==> src/rtl/snn_fp16_pkg.sv <==
// Shared fp16 constants and the rate-decoder state type for the SNN datapath.
package snn_fp16_pkg;

  localparam int FP16_W      = 16;
  localparam int FP16_EXP_W  = 5;
  localparam int FP16_MANT_W = 10;
  localparam int FP16_BIAS   = 15;
  localparam logic [FP16_W-1:0] FP16_ZERO = 16'h0000;

  typedef enum logic [1:0] {
    ACCUM,
    LOAD,
    PRESENT
  } rd_state_t;

endpackage

==> src/rtl/uint_to_fp16.sv <==
// Exact unsigned-integer to fp16 conversion (leading-one detect + normalise).
// EXP_OFF shifts the exponent, e.g. -WIN_LOG2 to divide by the window length.
module uint_to_fp16
  import snn_fp16_pkg::*;
#(
  parameter int IN_W    = 5,
  parameter int EXP_OFF = 0
) (
  input  logic [IN_W-1:0]   val,
  output logic [FP16_W-1:0] fp
);

  localparam logic [FP16_EXP_W-1:0] EXP_BASE = FP16_EXP_W'(FP16_BIAS + EXP_OFF);

  logic [FP16_EXP_W-1:0]  lead;
  logic [FP16_MANT_W-1:0] mant;

  always_comb begin
    lead = '0;
    for (int i = 0; i < IN_W; i++) begin
      if (val[i]) lead = FP16_EXP_W'(i);
    end
    // Bits below the leading one land in the 10-bit fraction; the hidden one drops out.
    mant = FP16_MANT_W'({val, {FP16_MANT_W{1'b0}}} >> lead);
    fp   = (val == '0) ? FP16_ZERO : {1'b0, EXP_BASE + lead, mant};
  end

endmodule

==> src/rtl/spike_rate_decoder.sv <==
// Per-channel spike counter over a 2^WIN_LOG2 window, drained as one fp16 value per channel.
// Define RATE_NORM_EN to output the firing rate c/2^WIN_LOG2 instead of the raw count.
module spike_rate_decoder
  import snn_fp16_pkg::*;
#(
  parameter int N_CH     = 8,
  parameter int WIN_LOG2 = 4,
  parameter int CNT_W    = WIN_LOG2 + 1
) (
  input  logic                    clk,
  input  logic                    rst,
  input  logic                    spk_valid,
  output logic                    spk_ready,
  input  logic [N_CH-1:0]         spk,
  output logic                    out_valid,
  input  logic                    out_ready,
  output logic [15:0]             out_data,
  output logic [$clog2(N_CH)-1:0] out_ch,
  output logic                    out_last
);

  localparam int CH_W = $clog2(N_CH);
  localparam logic [WIN_LOG2-1:0] T_LAST  = '1;
  localparam logic [CH_W-1:0]     CH_LAST = CH_W'(N_CH - 1);
`ifdef RATE_NORM_EN
  localparam int EXP_OFF = -WIN_LOG2;
`else
  localparam int EXP_OFF = 0;
`endif

  rd_state_t         state_reg, state_next;
  logic [WIN_LOG2-1:0] t_reg;
  logic [CH_W-1:0]   ch_reg;
  logic [CNT_W-1:0]  cnt_reg [N_CH];
  logic [FP16_W-1:0] fp_val;
  logic              accept, drain_step, drain_done;

  assign spk_ready  = (state_reg == ACCUM) & ~rst;
  assign out_valid  = (state_reg == PRESENT);
  assign accept     = spk_valid & spk_ready;
  assign drain_step = out_valid & out_ready;
  assign drain_done = drain_step & (ch_reg == CH_LAST);

  always_ff @(posedge clk) begin
    if (rst) state_reg <= ACCUM;
    else     state_reg <= state_next;
  end

  always_comb begin
    state_next = state_reg;
    case (state_reg)
      ACCUM:   if (accept && t_reg == T_LAST) state_next = LOAD;
      LOAD:    state_next = PRESENT;
      PRESENT: if (drain_step) state_next = drain_done ? ACCUM : LOAD;
      default: state_next = ACCUM;
    endcase
  end

  // Counters clear on the final drain handshake so the next window starts from zero.
  for (genvar gi = 0; gi < N_CH; gi++) begin : g_cnt
    always_ff @(posedge clk) begin
      if (rst || drain_done)        cnt_reg[gi] <= '0;
      else if (accept && spk[gi])   cnt_reg[gi] <= cnt_reg[gi] + 1'b1;
    end
  end

  // t wraps to zero naturally when the last timestep of the window is accepted.
  always_ff @(posedge clk) begin
    if (rst)         t_reg <= '0;
    else if (accept) t_reg <= t_reg + 1'b1;
  end

  always_ff @(posedge clk) begin
    if (rst)             ch_reg <= '0;
    else if (drain_step) ch_reg <= drain_done ? '0 : ch_reg + 1'b1;
  end

  uint_to_fp16 #(
    .IN_W    (CNT_W),
    .EXP_OFF (EXP_OFF)
  ) u_conv (
    .val (cnt_reg[ch_reg]),
    .fp  (fp_val)
  );

  always_ff @(posedge clk) begin
    if (rst) begin
      out_data <= FP16_ZERO;
      out_ch   <= '0;
      out_last <= 1'b0;
    end else if (state_reg == LOAD) begin
      out_data <= fp_val;
      out_ch   <= ch_reg;
      out_last <= (ch_reg == CH_LAST);
    end
  end

endmodule
==> config.mk <==
export PLATFORM = sky130hd
export DESIGN_NAME = spike_rate_decoder
export DESIGN_NICKNAME = d
export VERILOG_FILES = /design/src/rtl/snn_fp16_pkg.sv /design/src/rtl/uint_to_fp16.sv /design/src/rtl/spike_rate_decoder.sv
export SDC_FILE = /design/constraint.sdc
export NUM_CORES = 1
export LEC_CHECK = 0
export BUFFER_PORTS_ARGS = -buffer_cell sky130_fd_sc_hd__buf_2
export CAP_MARGIN = 20
export CORE_MARGIN = 5
export CORE_UTILIZATION = 45
export DETAILED_ROUTE_END_ITERATION = 12
export GPL_ROUTABILITY_DRIVEN = 0
export HOLD_SLACK_MARGIN = 0.05
export PLACE_DENSITY = 0.68
export SLEW_MARGIN = 30
export SYNTH_ARGS = -nofsm -noshare
export SYNTH_HDL_FRONTEND = slang
export SYNTH_SLANG_ARGS = --single-unit
==> constraint.sdc <==
create_clock -name clk -period 2.8 [get_ports clk]
set_clock_uncertainty 0.15 [all_clocks]
set_input_delay 0.14 -clock clk [delete_from_list [all_inputs] [get_ports clk]]
set_output_delay 0.14 -clock clk [all_outputs]
set_load 0.005 [all_outputs]
==> results.txt, run 1 <==
* Outcome: finished, final reports clean
* Number of antenna violations at the first check in global routing: 0
* Sequential cell area fraction in the yosys report: 0.532
- Setup repair after global routing left no endpoint under its margin.
* Highest-count cells in the layout ignoring fill and taps: nor2_1, edfxtp_1, nand2_1
- Number of hold violations in the final report: 0
* Clock buffers created by TritonCTS: 9
* Crit path capture type: register
- Leading register cell type out of synthesis: edfxtp_1
- Max-capacitance violation count: 0
- Number of cells on the worst hold path: 3
- The die is about 96 um tall.
- Post-route design area: 3830 um^2
- The layout has between 600 and 700 filler cells.
- Mapped cell area: between 3000 and 4000 um^2
- In this run the power spent charging and discharging nets is 0.464 mW.
- Sequential group share of total power: 0.562
- Post-CTS Resized: 0
* Placement-stage cell area: 3570 um^2
- Non-filler cells, final: 440
- GRT Overall Usage: 0.148
- For the worst-skew pair, the clock arrives at the later sink with an insertion delay of 330 ps.
- Startpoint Class: register
* Port Buffers: 29
* Number of enable flip-flop cells after synthesis: 40
- Starting utilization of the core area: 0.459
* Vias after detailed routing: between 2,000 and 2,500
- For this block, the initial DRC count from the detailed router was 87.
* Peak supply drop: 0.283 mV
- Largest register FFs: 40
- Avg Inst Size Synth: 11.3 um^2
- Slew Limit Headroom: 0.599
* Flops & latches, synth: 68
- Compared with the post-synthesis result, the final layout area differs by 15.9%.
- Standard cell core area: 7210 um^2
- The via count of the first global-routing pass came to 2,133.
* First-pass GRT wire length: just over 10,000 um
* Critical path's largest stage delay: 560 ps
* Time the final worst path needs with I/O delays and setup: approximately 2600 ps
- Setup Total Neg Slack: 0 ps
* Switching share of power: 0.228
- The internal power of the cells totals 1.57 mW.
- Type of the worst setup path: register to register
- Entering global routing, the biggest net connects 27 pins.
* Combinational share of power: 0.076
- Most common cell type on the critical path: ha_1
* Worst-path cell chain: buf_4 -> mux4_2 -> mux2_2 -> nand2_1 -> a21boi_1 -> inv_1 -> ha_1 -> ha_1 -> o31ai_1
- Share of power burned in the clock network: 0.362
* Ratio of cells with drive above 1 in the final layout: 0.191
* Yosys Warn Count: 0
* Post-CTS setup buffer count: 0
- Arrival time of data at the critical path endpoint: 2690 ps
* Hpwl dp: ~4600 um
* Placed insts: about 420
* Critical-path top delay cell: dfxtp_1
- Total Die Area: about 9000 um^2
* Std-Cell Rows: 31
- After synthesis, the share of flip-flops with an asynchronous set or reset is 0.
- Wire length per cell after detailed routing: 14.2 um
* Clk slew on worst S/H paths: about 70 ps
- Clock tree synthesis selected as its root buffer the cell clkbuf_8.
- In the synthesized netlist, the number of instances is 292.
- Number of buffers between clock root and the deepest sink: 2
- Total power for the finished layout comes to roughly 2 mW.
- The library cell used most frequently in the layout, excluding fill and tap cells, is nor2_1.
* Number of buffers added to fix hold violations after cts: 9
* Max FO, Critical Path: 7
- The H-tree generated during clock tree synthesis spans 3 levels.
- For this design the ratio of total power to cell area is 530 nW/um^2.
- Upper clock frequency limit: 386 MHz
- The detail route stage leaves a number of antenna-violating nets equal to 0.
* Transition time at the pin with the least slew margin: 601 ps
- The number of max-slew violations in the final report was 0.
- Leakage dissipation: 1.49 nW
- Required time at the worst-slack endpoint: 2900 ps
* Final-layout worst hold slack: about 110 ps
- After detailed routing, the number of vias per cell comes to 5.03.
- After global routing the overflow that remains totals 0.
- TritonCTS built the clock tree.
* Worst Reg-to-Reg Cells: 9
* Worst min-delay path class: primary input to register
* # diodes: 0
- The first detailed-routing pass took 4 iterations.
- Width of the die: between 90 and 100 um
* Clk sinks: 68
- After synthesis, the netlist uses 37 different library cells.
* Number of setup violations in the final report: 0
- In this run the count of I/O pins placed on the die edge is 34.
- Final wirelength: 6240 um
* Final period util: 0.926
- Net total in the final layout: 362
* Remaining design rule violation count: 0
## cells in the mapped netlist, types with 3 or more instances
| cell type | n | area (um^2) |
|---|---|---|
| edfxtp_1 | 40 | 1200 |
| nand4_1 | 3 | 18.8 |
| xor2_1 | 19 | 166 |
| ha_1 | 13 | 163 |
| clkbuf_1 | 8 | 30.0 |
| nand2_1 | 36 | 135 |
| a21oi_1 | 9 | 45.0 |
| nor3_1 | 4 | 20.0 |
| nand3b_1 | 4 | 30.0 |
| and2_1 | 4 | 25.0 |
| dfxtp_1 | 28 | 561 |
| buf_4 | 5 | 37.5 |
| o31ai_1 | 4 | 30.0 |
| nand2b_1 | 3 | 18.8 |
| a211oi_1 | 3 | 22.5 |
| nor2_1 | 42 | 158 |
| nand3_1 | 18 | 90.1 |
| xnor2_1 | 9 | 78.8 |
| and3_1 | 8 | 50.1 |
| mux4_2 | 10 | 225 |
## cell type report
cell class	count	area [um^2]	area share
clock buffers	14	174	0.0454
clock inverters	1	5.00	0.00131
inverters	1	3.75	0.000979
multi-input cells	211	1470	0.384
flip-flops and latches	68	1760	0.459
well taps	99	124	0.0323
repair buffers	46	295	0.0770
## final timing paths
path / from / end / slack [ps]
worst min-delay path: rst / state_reg[1]$_SDFFE_PP0P_ / 110
worst max register to register: register / out_data[12]$_SDFFE_PP0N_ / 210
worst min register to register: out_last$_SDFFE_PP0N_ / out_last$_SDFFE_PP0N_ / 300
worst max-delay path: register / out_data[12]$_SDFFE_PP0N_ / 210
## critical path, delay by kind of cell, from the launching register on
kind                       cells  cell delay (ps)
AOI/OAI and AO/OA              2              300
adders and majority gates      2              360
buffers and inverters          2              290
muxes                          2              790
and+or+nand+nor                1               70
DFF                            1              560
## metal layers
metal	global-route usage	vias up	part of all wire
li1	-	1118	-
met1	0.202	1042	0.48
met2	0.232	45	0.45
met3	0.0407	8	0.052
met4	0.0462	0	0.013
met5	0	-	0
## power groups by stage
| stage | clock [mW] | combinational (mW) | sequential, mW |
|---|---|---|---|
| detailed placement | 0 | 0.144 | 1.17 |
| finish | 0.736 | 0.154 | 1.14 |
| CTS | 0.758 | 0.155 | 1.14 |
| global placement | 0 | 0.142 | 1.17 |
| floorplan | 0 | 0.111 | 1.15 |
| global route | 0.810 | 0.176 | 1.15 |
## logic make-up after synthesis
family / share of synthesized area
AND/OR/NAND/NOR: 0.171
other: 0.00113
adder cells (fa/ha/maj): 0.0492
flip-flops: 0.532
AO/OA/AOI/OAI: 0.0476
multiplexers: 0.0987
buffers and inverters: 0.0265
XOR/XNOR: 0.0741
## metrics by stage
step            util  setup slack [ps]
6_report       0.532               206
5_1_grt        0.532              1.16
4_1_cts        0.532               186
3_5_place_dp   0.494               215
3_3_place_gp   0.494               275
2_1_floorplan      -               407
Note: power is estimated with default switching activity, not from simulation.
==> run 2, diff against run 1 <==
- CTS_BUF_LIST: not set -> sky130_fd_sc_hd__clkbuf_16
==> run 2 against run 1 <==
Net effect: sequential power about the same; utilization up 1.3 points; clock power up 39%; flip-flop and latch count unchanged; via count up 0.45%; fmax about the same; worst hold slack better by 6.5 ps; wire length up 0.26%; largest cell class unchanged.
==> results.txt, run 2 (same netlist as run 1, synthesis figures left out) <==
- Outcome: finished, final reports clean (unchanged)
* Setup crit end: out_data[12]$_SDFFE_PP0N_ (unchanged)
* Std-Cell Rows: 31 (unchanged)
- The CTS tree is built (unchanged).
* CTS HTree Levels: 3 (unchanged)
- FILL cells: 645 (was 659)
- The number of max-slew violations in the final report came to 0 (unchanged).
- Highest-count cells in the layout ignoring fill and taps: nor2_1, edfxtp_1, nand2_1 (unchanged).
- The data arrival at the endpoint of the critical path is 2680 ps (was 2690 ps).
- Clock root buffer master: clkbuf_16 (was clkbuf_8)
* Worst min-delay path class: primary input to register (unchanged)
* Routed via count divided by cell count: 5.05 (was 5.03)
* Worst Reg-to-Reg Cells: 9 (unchanged)
- The layout overhead on the synthesized area came to 18.6% (was 15.9%).
* Vias after detailed routing: 2,223 (was 2,213)
- The antenna diode instance count came to 0 (unchanged).
- The setup slack of the most critical reg-to-reg path came to 210 ps (about the same).
* Number of buffers between clock root and the deepest sink: 2 (unchanged)
- Startpoint Class: register (unchanged)
* Setup Total Neg Slack: 0 ps (unchanged)
* Type of the worst setup path: register to register (unchanged)
- Wire length per cell after detailed routing: 14.2 um (about the same)
* Number of setup violations in the final report: 0 (unchanged)
- Count of antenna-violating nets left after detailed routing: 0 (unchanged)
- Starting utilization of the core area: 0.459 (unchanged)
- Peak supply drop: 0.312 mV (was 0.283 mV)
- The core area was 7210 um^2 (unchanged).
* Number of DRC markers after the initial detailed-route iteration: 113 (was 87)
- Required time at the worst-slack endpoint: 2890 ps (was 2900 ps)
- The number of optimization iterations in the first detailed-route pass came to 4 (unchanged).
* Max FO, Critical Path: 7 (unchanged)
- The maximum number of pins on one net before global-route repair is 27 (unchanged).
- Clock buffers created by TritonCTS: 9 (unchanged)
- The number of remaining DRC errors is 0 (unchanged).
* Ratio of cells with drive above 1 in the final layout: 0.188 (was 0.191)
- Most common library cell in the layout ignoring fill and taps: nor2_1 (unchanged)
* Crit path capture type: register (unchanged)
- The time the final worst path needs with I/O delays and setup was 2590 ps (about the same).
* Number of antenna violations at the first check in global routing: 0 (unchanged)
- Number of global-route vias before repair: 2,149 (was 2,133)
* Die Ht: 95.8 um (unchanged)
* Hpwl dp: 4600 um (unchanged)
- The clock net sink count is 68 (unchanged).
- The capturing point of the worst reg2reg path is out_data[12]$_SDFFE_PP0N_ (unchanged).
- The I/O pin count came to 34 (unchanged).
- RSZ-0062 raised after global routing: no (unchanged)
* Width of the die: 95.8 um (unchanged)
* Power density over the cells: 590 nW/um^2 (was 530 nW/um^2)
* Transition time at the pin with the least slew margin: 598 ps (was 601 ps)
* Clock latency on the worst-skew pair: 330 ps (about the same)
- Slew Limit Headroom: 0.601 (was 0.599)
* Clk slew on worst S/H paths: 50 ps (was 70 ps)
- The period utilization is 0.926 (about the same).
- First-pass GRT wire length: 10,300 um (was 10,400 um)
- The number of flip-flops in the largest register is 40 (unchanged).
- Net total in the final layout: 362 (unchanged)
* Upper clock frequency limit: 386 MHz (about the same)
* Leakage dissipation: 1.54 nW (was 1.49 nW)
- The number of max-cap violations was 0 (unchanged).
- The post-layout utilization of the core came to 0.544 (was 0.532).
* Final wirelength: 6260 um (was 6240 um)
- The total global routing overflow is 0 (unchanged).
- The overall routing resource usage came to 0.151 (was 0.148).
* Port Buffers: 29 (unchanged)
* Number of hold violations in the final report: 0 (unchanged)
- Total Die Area: 9170 um^2 (unchanged)
==> run 2: changes by cell type in the layout (fill, tap and decap cells not counted) <==
cell       before  now
clkbuf_1        3    0
clkbuf_16       1   10
clkbuf_8       10    0
clkinv_1        0    1
inv_1           1    4
==> run 2: worst min-delay path by stage <==
stage                                 to                     start  cells after the start  slack (ps)
2_1_floorplan  state_reg[0]$_SDFFE_PP0P_                 out_ready                      2         140
3_3_place_gp    out_data[4]$_SDFFE_PP0N_  out_data[4]$_SDFFE_PP0N_                      1         290
3_5_place_dp    out_data[5]$_SDFFE_PP0N_  out_data[5]$_SDFFE_PP0N_                      1         290
4_1_cts            out_last$_SDFFE_PP0N_                       rst                      3         100
5_1_grt            t_reg[3]$_SDFFE_PP0N_                       rst                      3         140
6_report       state_reg[1]$_SDFFE_PP0P_                       rst                      3         110
==> run 2: worst max-delay path, cell delays in order (launching register included) <==
cell	delay (ps)
dfxtp_1	550
buf_4	210
mux4_2	500
mux2_2	290
nand2_1	70
a21boi_1	80
inv_1	80
ha_1	140
ha_1	220
o31ai_1	220
==> run 2: per-stage QoR <==
stage	cell area (um^2)	power (mW)	instances	setup slack (ps)	hold slack, ps
detailed placement	3570	1.31	416	215	293
CTS	3930	2.34	440	191	104
global route	3930	2.41	440	0.884	136
finish	3930	2.32	440	207	114
floorplan	3320	1.26	295	407	136
global placement	3570	1.31	416	275	287
==> run 2: timing repair <==
action,CTS,global route
hold buffers,9,0
resized for setup,0,0
endpoints found under the hold margin,14,0
buffers inserted,0,0
==> run 2: area by class of cell <==
type	instances	area, um^2	area share
inverter	1	3.75	0.000956
clock inverter	5	20.0	0.00510
tap	99	124	0.0315
timing repair buffer	46	295	0.0752
multi-input combinational	211	1470	0.375
sequential	68	1760	0.449
clock buffer	10	250	0.0637
==> run 2: metal layers <==
metal | vias up | track usage | part of all wire
li1 | 1124 | - | -
met1 | 1034 | 0.201 | 0.48
met2 | 50 | 0.225 | 0.44
met3 | 15 | 0.0414 | 0.053
met4 | 0 | 0.0829 | 0.027
met5 | - | 0 | 0
==> run 2: report_power, final <==
group	internal (mW)	switching, mW
sequential	1.10	0.0420
clock	0.633	0.384
combinational	0.0729	0.0811
total	1.81	0.507
==> run 3, diff against run 2 <==
- ABC_AREA: not set -> 1
- CORE_MARGIN: 5 -> 2
- PLACE_DENSITY: 0.68 -> 0.67
- SYNTH_HIERARCHICAL: not set -> 1
==> run 3 against run 2 <==
Net effect: clock power increased by 14%; critical path depth up 9; critical endpoint unchanged; highest routed layer unchanged; global-route usage increased by 3.3 points; largest cell class unchanged; final cell count up 40%.
==> results.txt, run 3 <==
- Most common cell type on the critical path: nand2_1 (was ha_1)
- The type of origin of the critical path was a register (unchanged).
* Pint: 1.95 mW (was 1.81 mW)
- Clk slew on worst S/H paths: 60 ps (was 50 ps)
- Critical-path top delay cell: dfxtp_1 (unchanged)
- The number of flip-flops in the largest register was 40 (unchanged).
* Clock tree from TritonCTS: built (unchanged)
- The post-synthesis cell type count is 32 (was 37).
- Sequential cell area fraction in the yosys report: 0.483 (was 0.532)
* CTS HTree Levels: 3 (unchanged)
- The power density relative to cell area is 581 nW/um^2 (was 590 nW/um^2).
* Routed via count divided by cell count: 4.88 (was 5.05)
- The clock latency reported for the late side of the worst-skew pair came to 340 ps (was 330 ps).
- The initial DRC count was 152 (was 113).
* Avg Inst Size Synth: 8.26 um^2 (was 11.3 um^2)
- Synthesized instance count: 461 (was 292)
- The period utilization came to 0.881 (was 0.926).
* Final wirelength: 7600 um (was 6260 um)
- The required time at the endpoint of the critical path was 2890 ps (about the same).
* Worst-path cell chain: inv_2 -> nor2_1 -> o21ai_0 -> nand2_1 -> nand2_1 -> nand2_1 -> inv_2 -> nand2_2 -> inv_2 -> nor2_2 -> inv_1 -> ha_1 -> ha_1 -> inv_1 -> nand2_1 -> inv_1 -> nor2_1 -> nor2_1 (was buf_4 -> mux4_2 -> mux2_2 -> nand2_1 -> a21boi_1 -> inv_1 -> ha_1 -> ha_1 -> o31ai_1)
- Net total in the final layout: 531 (was 362)
* Post-CTS setup buffer count: 0 (unchanged)
- Maximum number of pins on one net before global-route repair: 25 (was 27)
* Total Die Area: 9220 um^2 (was 9170 um^2)
- First-pass iteration count of the detailed router: 4 (unchanged)
- Std-Cell Rows: 33 (was 31)
- Outcome: finished, final reports clean (unchanged).
- R2R setup slack: 330 ps (was 210 ps)
* Hpwl dp: 5390 um (was 4600 um)
- The most used flip-flop cell after synthesis is edfxtp_1 (unchanged).
* Worst Reg-to-Reg Cells: 18 (was 9)
- Combinational share of power: 0.084 (was 0.066)
* Time the final worst path needs with I/O delays and setup: 2470 ps (was 2590 ps)
* Switching share of power: 0.244 (was 0.219)
- The first-pass GRT wire length was 13,000 um (was 10,300 um).
- The upper clock frequency limit came to 405 MHz (was 386 MHz).
- Max FO, Critical Path: 12 (was 7)
* Count of cell instances traversed by the critical path: 18 (was 9)
- Critical path's largest stage delay: 510 ps (was 550 ps)
* Share of power burned in the clock network: 0.449 (was 0.439)
- Crit path capture type: register (unchanged)
* Number of cells on the worst hold path: 3 (unchanged)
- The critical path class is register to register (unchanged).
- The via count of the first global-routing pass is 2,901 (was 2,149).
- The most numerous cell in the Yosys netlist is nor2_1 (unchanged).
- The vertical die dimension came to 96.0 um (was 95.8 um).
- Clk sinks: 72 (was 68)
* Count of antenna-violating nets left after detailed routing: 0 (unchanged)
- Port Buffers: 33 (was 29)
- Leading cell types by total area after synthesis: edfxtp_1, dfxtp_1, nor2_1 (was edfxtp_1, dfxtp_1, mux4_2).
- The fraction of final layout cells sized beyond drive strength 1 came to 0.166 (was 0.188).
- GRT Overall Usage: 0.184 (was 0.151)
* Arrival time of data at the critical path endpoint: 2550 ps (was 2680 ps)
- The total global routing overflow came to 0 (unchanged).
* Standard cell core area: 8220 um^2 (was 7210 um^2)
- Wire length per cell after detailed routing: 12.3 um (was 14.2 um)
- Area grow syn2layout: 16.7% (was 18.6%)
* Remaining design rule violation count: 0 (unchanged)
* # diodes: 0 (unchanged)
- The category of cells accounting for the largest share of critical-path delay is simple AND/OR/NAND/NOR gates (was multiplexers).
- The capturing point of the worst reg2reg path is out_data[12]$_SDFFE_PP0N_ (unchanged).
- The count of flip-flops with a built-in enable after synthesis was 40 (unchanged).
- The width of the chip was 96.0 um (was 95.8 um).
- The starting density of the core is 0.464 (was 0.459).
* NetSw: 0.629 mW (was 0.507 mW)
- Peak supply drop: 0.285 mV (was 0.312 mV)
- Flops & latches, synth: 72 (was 68)
* Sequential group share of total power: 0.467 (was 0.495)
* Startpoint of the most critical hold path: spk[5] (was rst)
- Top post-synthesis cells by count: nor2_1, nand2_1, edfxtp_1, inv_1, o21ai_0 (was nor2_1, edfxtp_1, nand2_1, dfxtp_1, xor2_1)
* Overall power consumption: 2.58 mW (was 2.32 mW)
- The leakage power of the design was 2.11 nW (was 1.54 nW).
- The netlist area before placement came to 3810 um^2 (was 3310 um^2).
* Yosys Warn Count: 6 (was 0)
- # IOs: 34 (unchanged)
* Worst min-delay path class: primary input to register (unchanged)
- Combined buffer and inverter count along the critical path: 6 (was 2)
- The final-report setup violation count came to 0 (unchanged).
* Yosys top cell by area: edfxtp_1 (unchanged)
- Worst hold endpoint: cnt_reg[5][0]$_SDFFCE_PN0P_ (was state_reg[1]$_SDFFE_PP0P_)
- Max-capacitance violation count: 0 (unchanged)
* Proportion of netlist area held by the largest area contributor: 0.315 (was 0.363)
- The number of max-slew violations in the final report was 0 (unchanged).
- Vias after detailed routing: 3,003 (was 2,223)
- The commonest non-fill, non-tap cell in the layout was nor2_1 (unchanged).
- Number of hold violations in the final report: 0 (unchanged)
- Highest-count cells in the layout ignoring fill and taps: nor2_1, nand2_1, edfxtp_1 (was nor2_1, edfxtp_1, nand2_1).
- Number of buffers between clock root and the deepest sink: 2 (unchanged)
- Clock root buffer master: clkbuf_16 (unchanged)
* Setup Total Neg Slack: 0 ps (unchanged)
- The number of antenna violations at the first check in global routing was 0 (unchanged).
* Clock buffers created by TritonCTS: 9 (unchanged)
- RSZ-0062 raised after global routing: no (unchanged).
* Proportion of synthesized flip-flops having asynchronous set or reset: 0 (unchanged)
run 3: changes by cell type in the layout (fill, tap and decap cells not counted), moves of 8 or more:
cell and change:
nor2_1 +67, mux4_2 -10, and3_1 -8, inv_1 +34, o21ai_0 +38, nand2_1 +49
xnor2_1 -9
run 3: final cells by class:
cell class                      count  area (um^2)
Clock buffer                       11          275
Sequential cell                    72         1840
Fill cell                         768         3770
Clock inverter                      5         33.8
Multi-Input combinational cell    332         1700
Tap cell                          105          131
Timing Repair Buffer               46          288
Inverter                           45          171
run 3: routing by layer:
metal	track usage	vias up	part of all wire
li1	-	1566	-
met1	0.225	1374	0.46
met2	0.307	47	0.49
met3	0.0493	16	0.033
met4	0.0762	0	0.021
met5	0	-	0
run 3: how the worst max path moves through the flow:
stage                  start                   endpoint  slack (ps)
finish              register  out_data[12]$_SDFFE_PP0N_         330
global route        register  out_data[12]$_SDFFE_PP0N_          50
CTS                 register  out_data[12]$_SDFFE_PP0N_         250
detailed placement  register  out_data[12]$_SDFFE_PP0N_         270
global placement    register  out_data[12]$_SDFFE_PP0N_         330
floorplan           register  out_data[12]$_SDFFE_PP0N_         500
run 3: cell families (layout without fill, tap and decap cells):
family / count (synthesis) / after routing / share of synthesized area
compound gates: 54 / 54 / 0.0742
xor+xnor: 17 / 17 / 0.0391
fa+ha+maj: 13 / 13 / 0.0427
buf+inv: 63 / 107 / 0.0752
flops: 72 / 72 / 0.483
other cells: 1 / 7 / 0.000984
simple gates: 241 / 241 / 0.284
run 3: tightest hold or removal path, cell delays in order:
cell	delay [ps]
buf_2	80
nand2_1	130
nor2_1	110
run 3: through the flow:
stage / instances / utilization / worst slack, ps / hold slack (ps) / area [um^2]
finish: 616 / 0.541 / 333 / 100 / 4450
floorplan: 467 / - / 499 / 59.1 / 3830
global placement: 590 / 0.491 / 327 / 244 / 4030
CTS: 616 / 0.541 / 252 / 93.5 / 4440
global route: 616 / 0.541 / 49.8 / 135 / 4450
detailed placement: 590 / 0.491 / 270 / 249 / 4030
run 3: power groups by stage:
stage / Sequential, mW / Clock, mW / Combinational (mW)
2_1_floorplan: 1.21 / 0 / 0.170
3_3_place_gp: 1.23 / 0 / 0.200
3_5_place_dp: 1.23 / 0 / 0.207
4_1_cts: 1.21 / 1.19 / 0.220
5_1_grt: 1.21 / 1.22 / 0.256
6_report: 1.21 / 1.16 / 0.217
run 3: repair_timing:
| item | CTS | global route |
|---|---|---|
| endpoints found under the setup margin | 0 | 1 |
| resized for setup | 0 | 3 |
| hold buffers | 10 | 0 |
| hold endpoints to repair | 34 | 0 |
